### src/rtl/nsc8_control_sequencer_pkg.sv
// Shared definitions for the NSC-8 control sequencer: opcodes, T-state
// encodings and control-word bit positions.
package nsc8_control_sequencer_pkg;

  localparam logic [3:0] OP_NOP = 4'h0;
  localparam logic [3:0] OP_LDA = 4'h1;
  localparam logic [3:0] OP_ADD = 4'h2;
  localparam logic [3:0] OP_SUB = 4'h3;
  localparam logic [3:0] OP_STA = 4'h4;
  localparam logic [3:0] OP_LDI = 4'h5;
  localparam logic [3:0] OP_JMP = 4'h6;
  localparam logic [3:0] OP_JC  = 4'h7;
  localparam logic [3:0] OP_JZ  = 4'h8;
  localparam logic [3:0] OP_OUT = 4'hE;
  localparam logic [3:0] OP_HLT = 4'hF;

  typedef enum logic [2:0] {
    ST_T0   = 3'd0,
    ST_T1   = 3'd1,
    ST_T2   = 3'd2,
    ST_T3   = 3'd3,
    ST_T4   = 3'd4,
    ST_HALT = 3'd7
  } state_e;

  localparam int CW_PC_OUT     = 0;
  localparam int CW_PC_INC     = 1;
  localparam int CW_PC_LOAD    = 2;
  localparam int CW_MAR_LOAD   = 3;
  localparam int CW_MEM_OUT    = 4;
  localparam int CW_MEM_IN     = 5;
  localparam int CW_IR_LOAD    = 6;
  localparam int CW_IR_OUT     = 7;
  localparam int CW_LOAD_A     = 8;
  localparam int CW_LOAD_IMM_A = 9;
  localparam int CW_A_OUT      = 10;
  localparam int CW_B_LOAD     = 11;
  localparam int CW_ALU_OUT    = 12;
  localparam int CW_ALU_SUB    = 13;
  localparam int CW_FLAGS_LOAD = 14;
  localparam int CW_OUT_LOAD   = 15;
  localparam int CW_HALT       = 16;
  localparam int CW_WIDTH      = 17;

  typedef logic [CW_WIDTH-1:0] cw_t;

endpackage

### src/rtl/nsc8_control_sequencer_if.sv
// Control bundle between the sequencer and the NSC-8 datapath.
// master: sequencer (drives strobes + t_state, reads IR and flags)
// slave : datapath  (drives IR and flags, reads strobes)
interface nsc8_control_sequencer_if #(
  parameter int X       = 8,
  parameter int T_WIDTH = 3
);
  logic [X-1:0]       ir_data;
  logic               carry_flag;
  logic               zero_flag;
  logic               pc_out;
  logic               pc_inc;
  logic               pc_load;
  logic               mar_load;
  logic               mem_out;
  logic               mem_in;
  logic               ir_load;
  logic               ir_out;
  logic               load_a;
  logic               load_immediate_a;
  logic               a_out;
  logic               b_load;
  logic               alu_out;
  logic               alu_sub;
  logic               flags_load;
  logic               out_load;
  logic               halt;
  logic [T_WIDTH-1:0] t_state;

  modport master (
    input  ir_data, carry_flag, zero_flag,
    output pc_out, pc_inc, pc_load, mar_load, mem_out, mem_in, ir_load, ir_out,
           load_a, load_immediate_a, a_out, b_load, alu_out, alu_sub,
           flags_load, out_load, halt, t_state
  );

  modport slave (
    output ir_data, carry_flag, zero_flag,
    input  pc_out, pc_inc, pc_load, mar_load, mem_out, mem_in, ir_load, ir_out,
           load_a, load_immediate_a, a_out, b_load, alu_out, alu_sub,
           flags_load, out_load, halt, t_state
  );
endinterface

### src/rtl/nsc8_microcode_rom.sv
// Combinational microcode: maps (T-state, opcode, flags) to a control word.
// Ports: state, opcode, carry_flag, zero_flag in; cw out.
// Each T-state drives at most one bus source.
module nsc8_microcode_rom
  import nsc8_control_sequencer_pkg::*;
(
  input  state_e     state,
  input  logic [3:0] opcode,
  input  logic       carry_flag,
  input  logic       zero_flag,
  output cw_t        cw
);

  always_comb begin
    cw = '0;
    case (state)
      ST_T0: begin
        cw[CW_PC_OUT]   = 1'b1;
        cw[CW_MAR_LOAD] = 1'b1;
      end
      ST_T1: begin
        cw[CW_MEM_OUT] = 1'b1;
        cw[CW_IR_LOAD] = 1'b1;
        cw[CW_PC_INC]  = 1'b1;
      end
      ST_T2: begin
        case (opcode)
          OP_LDA, OP_ADD, OP_SUB, OP_STA: begin
            cw[CW_IR_OUT]   = 1'b1;
            cw[CW_MAR_LOAD] = 1'b1;
          end
          OP_LDI: begin
            cw[CW_IR_OUT]     = 1'b1;
            cw[CW_LOAD_IMM_A] = 1'b1;
          end
          OP_JMP: begin
            cw[CW_IR_OUT]  = 1'b1;
            cw[CW_PC_LOAD] = 1'b1;
          end
          // Untaken jumps still put the operand on the bus; nothing loads it.
          OP_JC: begin
            cw[CW_IR_OUT]  = 1'b1;
            cw[CW_PC_LOAD] = carry_flag;
          end
          OP_JZ: begin
            cw[CW_IR_OUT]  = 1'b1;
            cw[CW_PC_LOAD] = zero_flag;
          end
          OP_OUT: begin
            cw[CW_A_OUT]    = 1'b1;
            cw[CW_OUT_LOAD] = 1'b1;
          end
          default: ;
        endcase
      end
      ST_T3: begin
        case (opcode)
          OP_LDA: begin
            cw[CW_MEM_OUT] = 1'b1;
            cw[CW_LOAD_A]  = 1'b1;
          end
          OP_ADD, OP_SUB: begin
            cw[CW_MEM_OUT] = 1'b1;
            cw[CW_B_LOAD]  = 1'b1;
            cw[CW_ALU_SUB] = (opcode == OP_SUB);
          end
          OP_STA: begin
            cw[CW_A_OUT]  = 1'b1;
            cw[CW_MEM_IN] = 1'b1;
          end
          default: ;
        endcase
      end
      ST_T4: begin
        if (opcode == OP_ADD || opcode == OP_SUB) begin
          cw[CW_ALU_OUT]    = 1'b1;
          cw[CW_LOAD_A]     = 1'b1;
          cw[CW_FLAGS_LOAD] = 1'b1;
          cw[CW_ALU_SUB]    = (opcode == OP_SUB);
        end
      end
      ST_HALT: cw[CW_HALT] = 1'b1;
      default: ;
    endcase
  end

endmodule

### src/rtl/nsc8_control_sequencer.sv
// NSC-8 control sequencer top: T-state register, next-state logic and the
// strobe decode (microcode ROM, forced to all-zero while reset is high).
// Ports: clk, reset (sync, active-high), ctl (master side of the control bundle).
module nsc8_control_sequencer
  import nsc8_control_sequencer_pkg::*;
#(
  parameter int X       = 8,
  parameter int T_WIDTH = 3
) (
  input  logic                           clk,
  input  logic                           reset,
  nsc8_control_sequencer_if.master       ctl
);

  if (X < 8 || (X % 2) != 0) begin : g_bad_width
    $error("nsc8_control_sequencer: X must be even and >= 8");
  end

  state_e     state_q, state_d;
  logic [3:0] opcode;
  cw_t        cw_rom, cw;

  assign opcode = ctl.ir_data[X-1 -: 4];

  always_ff @(posedge clk) begin
    if (reset) state_q <= ST_T0;
    else       state_q <= state_d;
  end

  always_comb begin
    state_d = ST_T0;
    case (state_q)
      ST_T0: state_d = ST_T1;
      ST_T1: state_d = ST_T2;
      ST_T2: begin
        case (opcode)
          OP_LDA, OP_ADD, OP_SUB, OP_STA: state_d = ST_T3;
          OP_HLT:                         state_d = ST_HALT;
          default:                        state_d = ST_T0;
        endcase
      end
      ST_T3:   state_d = (opcode == OP_ADD || opcode == OP_SUB) ? ST_T4 : ST_T0;
      ST_T4:   state_d = ST_T0;
      ST_HALT: state_d = ST_HALT;
      default: state_d = ST_T0;
    endcase
  end

  nsc8_microcode_rom u_rom (
    .state      (state_q),
    .opcode     (opcode),
    .carry_flag (ctl.carry_flag),
    .zero_flag  (ctl.zero_flag),
    .cw         (cw_rom)
  );

  // Strobes go quiet combinationally while reset is held, not a cycle later.
  always_comb begin
    cw = cw_rom;
    if (reset) cw = '0;
  end

  assign ctl.pc_out           = cw[CW_PC_OUT];
  assign ctl.pc_inc           = cw[CW_PC_INC];
  assign ctl.pc_load          = cw[CW_PC_LOAD];
  assign ctl.mar_load         = cw[CW_MAR_LOAD];
  assign ctl.mem_out          = cw[CW_MEM_OUT];
  assign ctl.mem_in           = cw[CW_MEM_IN];
  assign ctl.ir_load          = cw[CW_IR_LOAD];
  assign ctl.ir_out           = cw[CW_IR_OUT];
  assign ctl.load_a           = cw[CW_LOAD_A];
  assign ctl.load_immediate_a = cw[CW_LOAD_IMM_A];
  assign ctl.a_out            = cw[CW_A_OUT];
  assign ctl.b_load           = cw[CW_B_LOAD];
  assign ctl.alu_out          = cw[CW_ALU_OUT];
  assign ctl.alu_sub          = cw[CW_ALU_SUB];
  assign ctl.flags_load       = cw[CW_FLAGS_LOAD];
  assign ctl.out_load         = cw[CW_OUT_LOAD];
  assign ctl.halt             = cw[CW_HALT];
  assign ctl.t_state          = T_WIDTH'(state_q);

endmodule
### src/flat_wrapper.sv
// flat-port wrapper written by rule: the top's interface ports become plain ports
module nsc8_control_sequencer_flat import nsc8_control_sequencer_pkg::*;
#(
  parameter int X       = 8,
  parameter int T_WIDTH = 3
)
  (clk, reset, ctl_ir_data, ctl_carry_flag, ctl_zero_flag, ctl_pc_out, ctl_pc_inc, ctl_pc_load, ctl_mar_load, ctl_mem_out, ctl_mem_in, ctl_ir_load, ctl_ir_out, ctl_load_a, ctl_load_immediate_a, ctl_a_out, ctl_b_load, ctl_alu_out, ctl_alu_sub, ctl_flags_load, ctl_out_load, ctl_halt, ctl_t_state);
  nsc8_control_sequencer_if #(.X(X), .T_WIDTH(T_WIDTH)) ctl_i ();
  input  logic clk;
  input  logic reset;
  input wire logic [$bits(ctl_i.ir_data)-1:0] ctl_ir_data;
  input wire logic [$bits(ctl_i.carry_flag)-1:0] ctl_carry_flag;
  input wire logic [$bits(ctl_i.zero_flag)-1:0] ctl_zero_flag;
  output wire logic [$bits(ctl_i.pc_out)-1:0] ctl_pc_out;
  output wire logic [$bits(ctl_i.pc_inc)-1:0] ctl_pc_inc;
  output wire logic [$bits(ctl_i.pc_load)-1:0] ctl_pc_load;
  output wire logic [$bits(ctl_i.mar_load)-1:0] ctl_mar_load;
  output wire logic [$bits(ctl_i.mem_out)-1:0] ctl_mem_out;
  output wire logic [$bits(ctl_i.mem_in)-1:0] ctl_mem_in;
  output wire logic [$bits(ctl_i.ir_load)-1:0] ctl_ir_load;
  output wire logic [$bits(ctl_i.ir_out)-1:0] ctl_ir_out;
  output wire logic [$bits(ctl_i.load_a)-1:0] ctl_load_a;
  output wire logic [$bits(ctl_i.load_immediate_a)-1:0] ctl_load_immediate_a;
  output wire logic [$bits(ctl_i.a_out)-1:0] ctl_a_out;
  output wire logic [$bits(ctl_i.b_load)-1:0] ctl_b_load;
  output wire logic [$bits(ctl_i.alu_out)-1:0] ctl_alu_out;
  output wire logic [$bits(ctl_i.alu_sub)-1:0] ctl_alu_sub;
  output wire logic [$bits(ctl_i.flags_load)-1:0] ctl_flags_load;
  output wire logic [$bits(ctl_i.out_load)-1:0] ctl_out_load;
  output wire logic [$bits(ctl_i.halt)-1:0] ctl_halt;
  output wire logic [$bits(ctl_i.t_state)-1:0] ctl_t_state;
  assign ctl_i.ir_data = ctl_ir_data;
  assign ctl_i.carry_flag = ctl_carry_flag;
  assign ctl_i.zero_flag = ctl_zero_flag;
  assign ctl_pc_out = ctl_i.pc_out;
  assign ctl_pc_inc = ctl_i.pc_inc;
  assign ctl_pc_load = ctl_i.pc_load;
  assign ctl_mar_load = ctl_i.mar_load;
  assign ctl_mem_out = ctl_i.mem_out;
  assign ctl_mem_in = ctl_i.mem_in;
  assign ctl_ir_load = ctl_i.ir_load;
  assign ctl_ir_out = ctl_i.ir_out;
  assign ctl_load_a = ctl_i.load_a;
  assign ctl_load_immediate_a = ctl_i.load_immediate_a;
  assign ctl_a_out = ctl_i.a_out;
  assign ctl_b_load = ctl_i.b_load;
  assign ctl_alu_out = ctl_i.alu_out;
  assign ctl_alu_sub = ctl_i.alu_sub;
  assign ctl_flags_load = ctl_i.flags_load;
  assign ctl_out_load = ctl_i.out_load;
  assign ctl_halt = ctl_i.halt;
  assign ctl_t_state = ctl_i.t_state;
  nsc8_control_sequencer #(.X(X), .T_WIDTH(T_WIDTH)) u_core (.clk(clk), .reset(reset), .ctl(ctl_i));
endmodule
### config.mk
export PLATFORM = sky130hd
export DESIGN_NAME = nsc8_control_sequencer_flat
export DESIGN_NICKNAME = d
export VERILOG_FILES = /design/src/rtl/nsc8_control_sequencer_pkg.sv /design/src/rtl/nsc8_control_sequencer_if.sv /design/src/rtl/nsc8_microcode_rom.sv /design/src/rtl/nsc8_control_sequencer.sv /design/src/flat_wrapper.sv
export SDC_FILE = /design/constraint.sdc
export NUM_CORES = 1
export LEC_CHECK = 0
export ABC_AREA = 1
export CAP_MARGIN = 20
export CORE_AREA = 3 3 40 42
export CTS_BUF_LIST = sky130_fd_sc_hd__clkbuf_4 sky130_fd_sc_hd__clkbuf_8 sky130_fd_sc_hd__clkbuf_16
export DETAILED_ROUTE_END_ITERATION = 10
export DIE_AREA = 0 0 43 45
export PLACE_DENSITY = 0.78
export REMOVE_ABC_BUFFERS = 1
export SYNTH_ARGS = -nofsm -noshare
export SYNTH_HDL_FRONTEND = slang
export SYNTH_SLANG_ARGS = --single-unit
### constraint.sdc
create_clock -name clk -period 2.2 [get_ports clk]
set_input_delay 0.44 -clock clk [delete_from_list [all_inputs] [get_ports clk]]
set_output_delay 0.44 -clock clk [all_outputs]
set_load 0.01 [all_outputs]
==> summary.md, run 1 <==
| Metric | Value |
|---|---|
| Outcome | `completed` |
| WP data arrival | `1.73 ns` |
| Hold-fix buffers, CTS | `0` |
| Initial drt markers | `6` |
| Top cell type's share of synthesized area | `13.4%` |
| Reg2reg setup slack | `1.05 ns` |
| Power Density | `355 nW/um2` |
| H-Tree Depth | `1` |
| Post-synthesis mux area share | `0%` |
| Global-route wire length before repair | `2190 um` |
| Max Slew Vio Count | `0` |
| Area share of fa/ha/maj cells after synthesis | `0%` |
| Setup Buffers After CTS | `0` |
| # DRC | `0` |
| Slew margin rel. | `82.1%` |
| Total core area | `1280 um2` |
| Detailed-route via count | `629` |
| Root Driver | `clkbuf_4` |
| Yosys warning count | `0` |
| Clock slew at reported path FFs | `0.04 ns` |
| Worst hold slack | `0.721 ns` |
| Fmax | `0.461 GHz` |
| DR pass1 iterations | `4` |
| Port buffer count | `27` |
| Footprint of the multi-input gates | `335 um2` |
| Hold path cells | `4` |
| Max reg flops | `3` |
| Die width | `43 um` |
| Clock tree buffer depth | `2` |
| Clk_lat worst skew | `0.23 ns` |
| XOR/XNOR share of the synthesized area | `0%` |
| Synthesized area per cell | `5.61 um2` |
| Hold_sp | `u_core.ctl.t_state[0]` |
| CP Max Fanout | `10` |
| Leak | `0.000423 uW` |
| Via-to-Cell Ratio | `4.73` |
| Grt total ovfl | `0` |
| # IOs | `32` |
| Antenna cells | `0` |
| Rows | `13` |
| CP startpoint | `reset` |
| Crit end category | `primary output` |
| Vias in the first global route | `549` |
| Post-DP HPWL | `1070 um` |
| Die area | `1940 um2` |
| FF-to-FF End | `u_core.ctl.t_state[2]` |
| Final setup fails | `0` |
| Largest net degree at the start of global routing | `11` |
| Placed cell area | `795 um2` |
| Reg2reg path depth | `7` |
| Final period util | `98.6%` |
| Yosys top cell by area | `dfxtp_1` |
| Final net count | `131` |
| Clk_skew | `0.00534 ns` |
| Required @ worst endpoint | `1.76 ns` |
| Initial Utilization | `35.0%` |
| Maximum vdd drop | `225 uV` |
| Final Instance Area | `827 um2` |
| Setup CP Type | `input port to primary output` |
| Compound-gate portion of the synthesized area | `12.8%` |
| Seq cells post-synth | `3` |
| Synth unique cells | `21` |
| FF-to-FF Start | `u_core.ctl.t_state[0]` |
| Area contributors post-synth | `dfxtp_1 (13%), nand2_1 (13%), nor2_1 (12%)` |
| RePlAce Congestion | `0.820` |
| Clock Sinks | `3` |
| Number of CTS-inserted buffers | `3` |
| Crit path time final | `2.17 ns` |
| Fillers | `130` |
| Worst Hold End | `u_core.ctl.t_state[1]` |
| Routed length per instance | `10.4 um` |
| CTS tree | `built` |
| Storage element area | `60.1 um2` |
| Max-cap violation count | `0` |
| Wirelength, routed | `1380 um` |
| Total GRT Usage | `14.5%` |
| Post-Synth Simple-Gate Area | `57.9%` |
| Initial antenna violation count | `0` |
| Unrepaired setup endpoints after global routing | `no` |
| Fin. Hold Viols | `0` |
| Critical path launch point type | `input port` |
| Die height | `45 um` |
| Hold Path Class | `flop to flop` |
| Measured slew at the worst slew-check pin | `0.268 ns` |
| Largest family of logic cells by synthesized area | `simple AND/OR/NAND/NOR gates` |
| Post-synthesis sequential area ratio | `13.4%` |
| Synth-to-layout area growth | `84.1%` |
| Synthesized instance count | `80` |
| Syn Std Cell Area | `449 um2` |
| Layout cells sized above 1 | `32.2%` |
| ANT nets after route | `0` |
## synthesized netlist by cell type (all sizes together)
cell,number
nor3,2
inv,14
a21oi,5
o211ai,1
buf,2
nor4,1
nor2,19
nand4,3
and3,1
dfxtp,3
clkbuf,1
nand2,19
nand3,7
o21ai,2
## cell families (layout without fill, tap and decap cells)
| logic type | count (synthesis) | count (layout) |
|---|---|---|
| flip-flops | 3 | 3 |
| buffers and inverters | 17 | 55 |
| AND/OR/NAND/NOR | 52 | 52 |
| AO/OA/AOI/OAI | 8 | 8 |
## final cells by class
cell class / instances / share of cell area [%]
clock buffer: 4 / 3.63
tap: 15 / 2.27
multi-input combinational: 60 / 40.5
inverter: 14 / 6.35
sequential: 3 / 7.26
timing repair buffer: 37 / 39.9
## how the worst max path moves through the flow
stage	endpoint	cells past startpoint	slack (ns)
2_1_floorplan	ctl_alu_out	5	0.61
3_3_place_gp	ctl_load_a	7	-0.32
3_5_place_dp	ctl_flags_load	7	-0.35
4_1_cts	ctl_ir_load	4	0.03
5_1_grt	ctl_ir_load	4	0.005
6_report	ctl_ir_load	4	0.03
## what timing repair did
item / 4_1_cts / 5_1_grt
endpoints found under the hold margin: 0 / 0
endpoints found under the setup margin: 14 / 0
resized for setup: 29 / 0
## placed cells by master (no fill, tap or decap)
cell,n
dfxtp_1,3
o21ai_1,1
a21oi_2,1
buf_4,10
nor4_2,1
clkdlybuf4s50_1,9
nor2_4,4
clkdlybuf4s15_1,2
nor2_1,12
a21oi_4,1
clkbuf_4,4
o211ai_1,1
inv_2,7
dlygate4sd2_1,14
nor2_2,3
nor3_2,1
nand4_1,3
nand2_1,15
nand2_2,4
inv_1,7
nand3_1,7
clkdlybuf4s15_2,2
nor3_1,1
and3_1,1
o21ai_0,1
a21oi_1,3
## worst max-delay path, cell delays in order
cell,delay [ns]
clkdlybuf4s50_1,0.40
buf_4,0.18
nor2_1,0.15
clkdlybuf4s50_1,0.56
## per-layer routing
metal	vias to the layer above	track usage [%]	share of wire (%)
li1	328	-	-
met1	278	16.5	43
met2	23	27.2	50
met3	0	1.99	7.1
met4	0	5.42	0
met5	-	0	0
## stage by stage
stage | total power (uW) | cells | TNS [ns] | utilization [%] | setup WS, ns
after floorplan | 120 | 77 | 0 | - | 0.615
after global placement | 185 | 129 | -3.40 | 61.8 | -0.322
after detailed placement | 186 | 129 | -3.60 | 61.8 | -0.354
after CTS | 300 | 133 | 0 | 64.4 | 0.0272
after global routing | 318 | 133 | 0 | 64.4 | 0.00547
final | 294 | 133 | 0 | 64.4 | 0.0316
## where the power goes
group	total, uW	internal, uW	switching (uW)
sequential	67.3	58.8	8.43
combinational	116	56.2	60.3
clock	110	80.4	29.8
Power figures use the tool's default switching activity.
==> inputs of run 2 (changes only) <==
--- a/config.mk
+++ b/config.mk
@@ -9,6 +9,7 @@
 export CAP_MARGIN = 20
 export CORE_AREA = 3 3 40 42
 export CTS_BUF_LIST = sky130_fd_sc_hd__clkbuf_4 sky130_fd_sc_hd__clkbuf_8 sky130_fd_sc_hd__clkbuf_16
+export CTS_CLUSTER_DIAMETER = 150
 export DETAILED_ROUTE_END_ITERATION = 10
 export DIE_AREA = 0 0 43 45
 export PLACE_DENSITY = 0.78
==> results of run 2 <==
Final layout, timing and power as in run 1 (identical DEF).
==> inputs of run 3 (changes only) <==
--- a/config.mk
+++ b/config.mk
@@ -6,7 +6,7 @@
 export NUM_CORES = 1
 export LEC_CHECK = 0
 export ABC_AREA = 1
-export CAP_MARGIN = 20
+export CAP_MARGIN = 10
 export CORE_AREA = 3 3 40 42
 export CTS_BUF_LIST = sky130_fd_sc_hd__clkbuf_4 sky130_fd_sc_hd__clkbuf_8 sky130_fd_sc_hd__clkbuf_16
 export CTS_CLUSTER_DIAMETER = 150
==> results of run 3 <==
Final layout, timing and power as in run 1 (identical DEF).
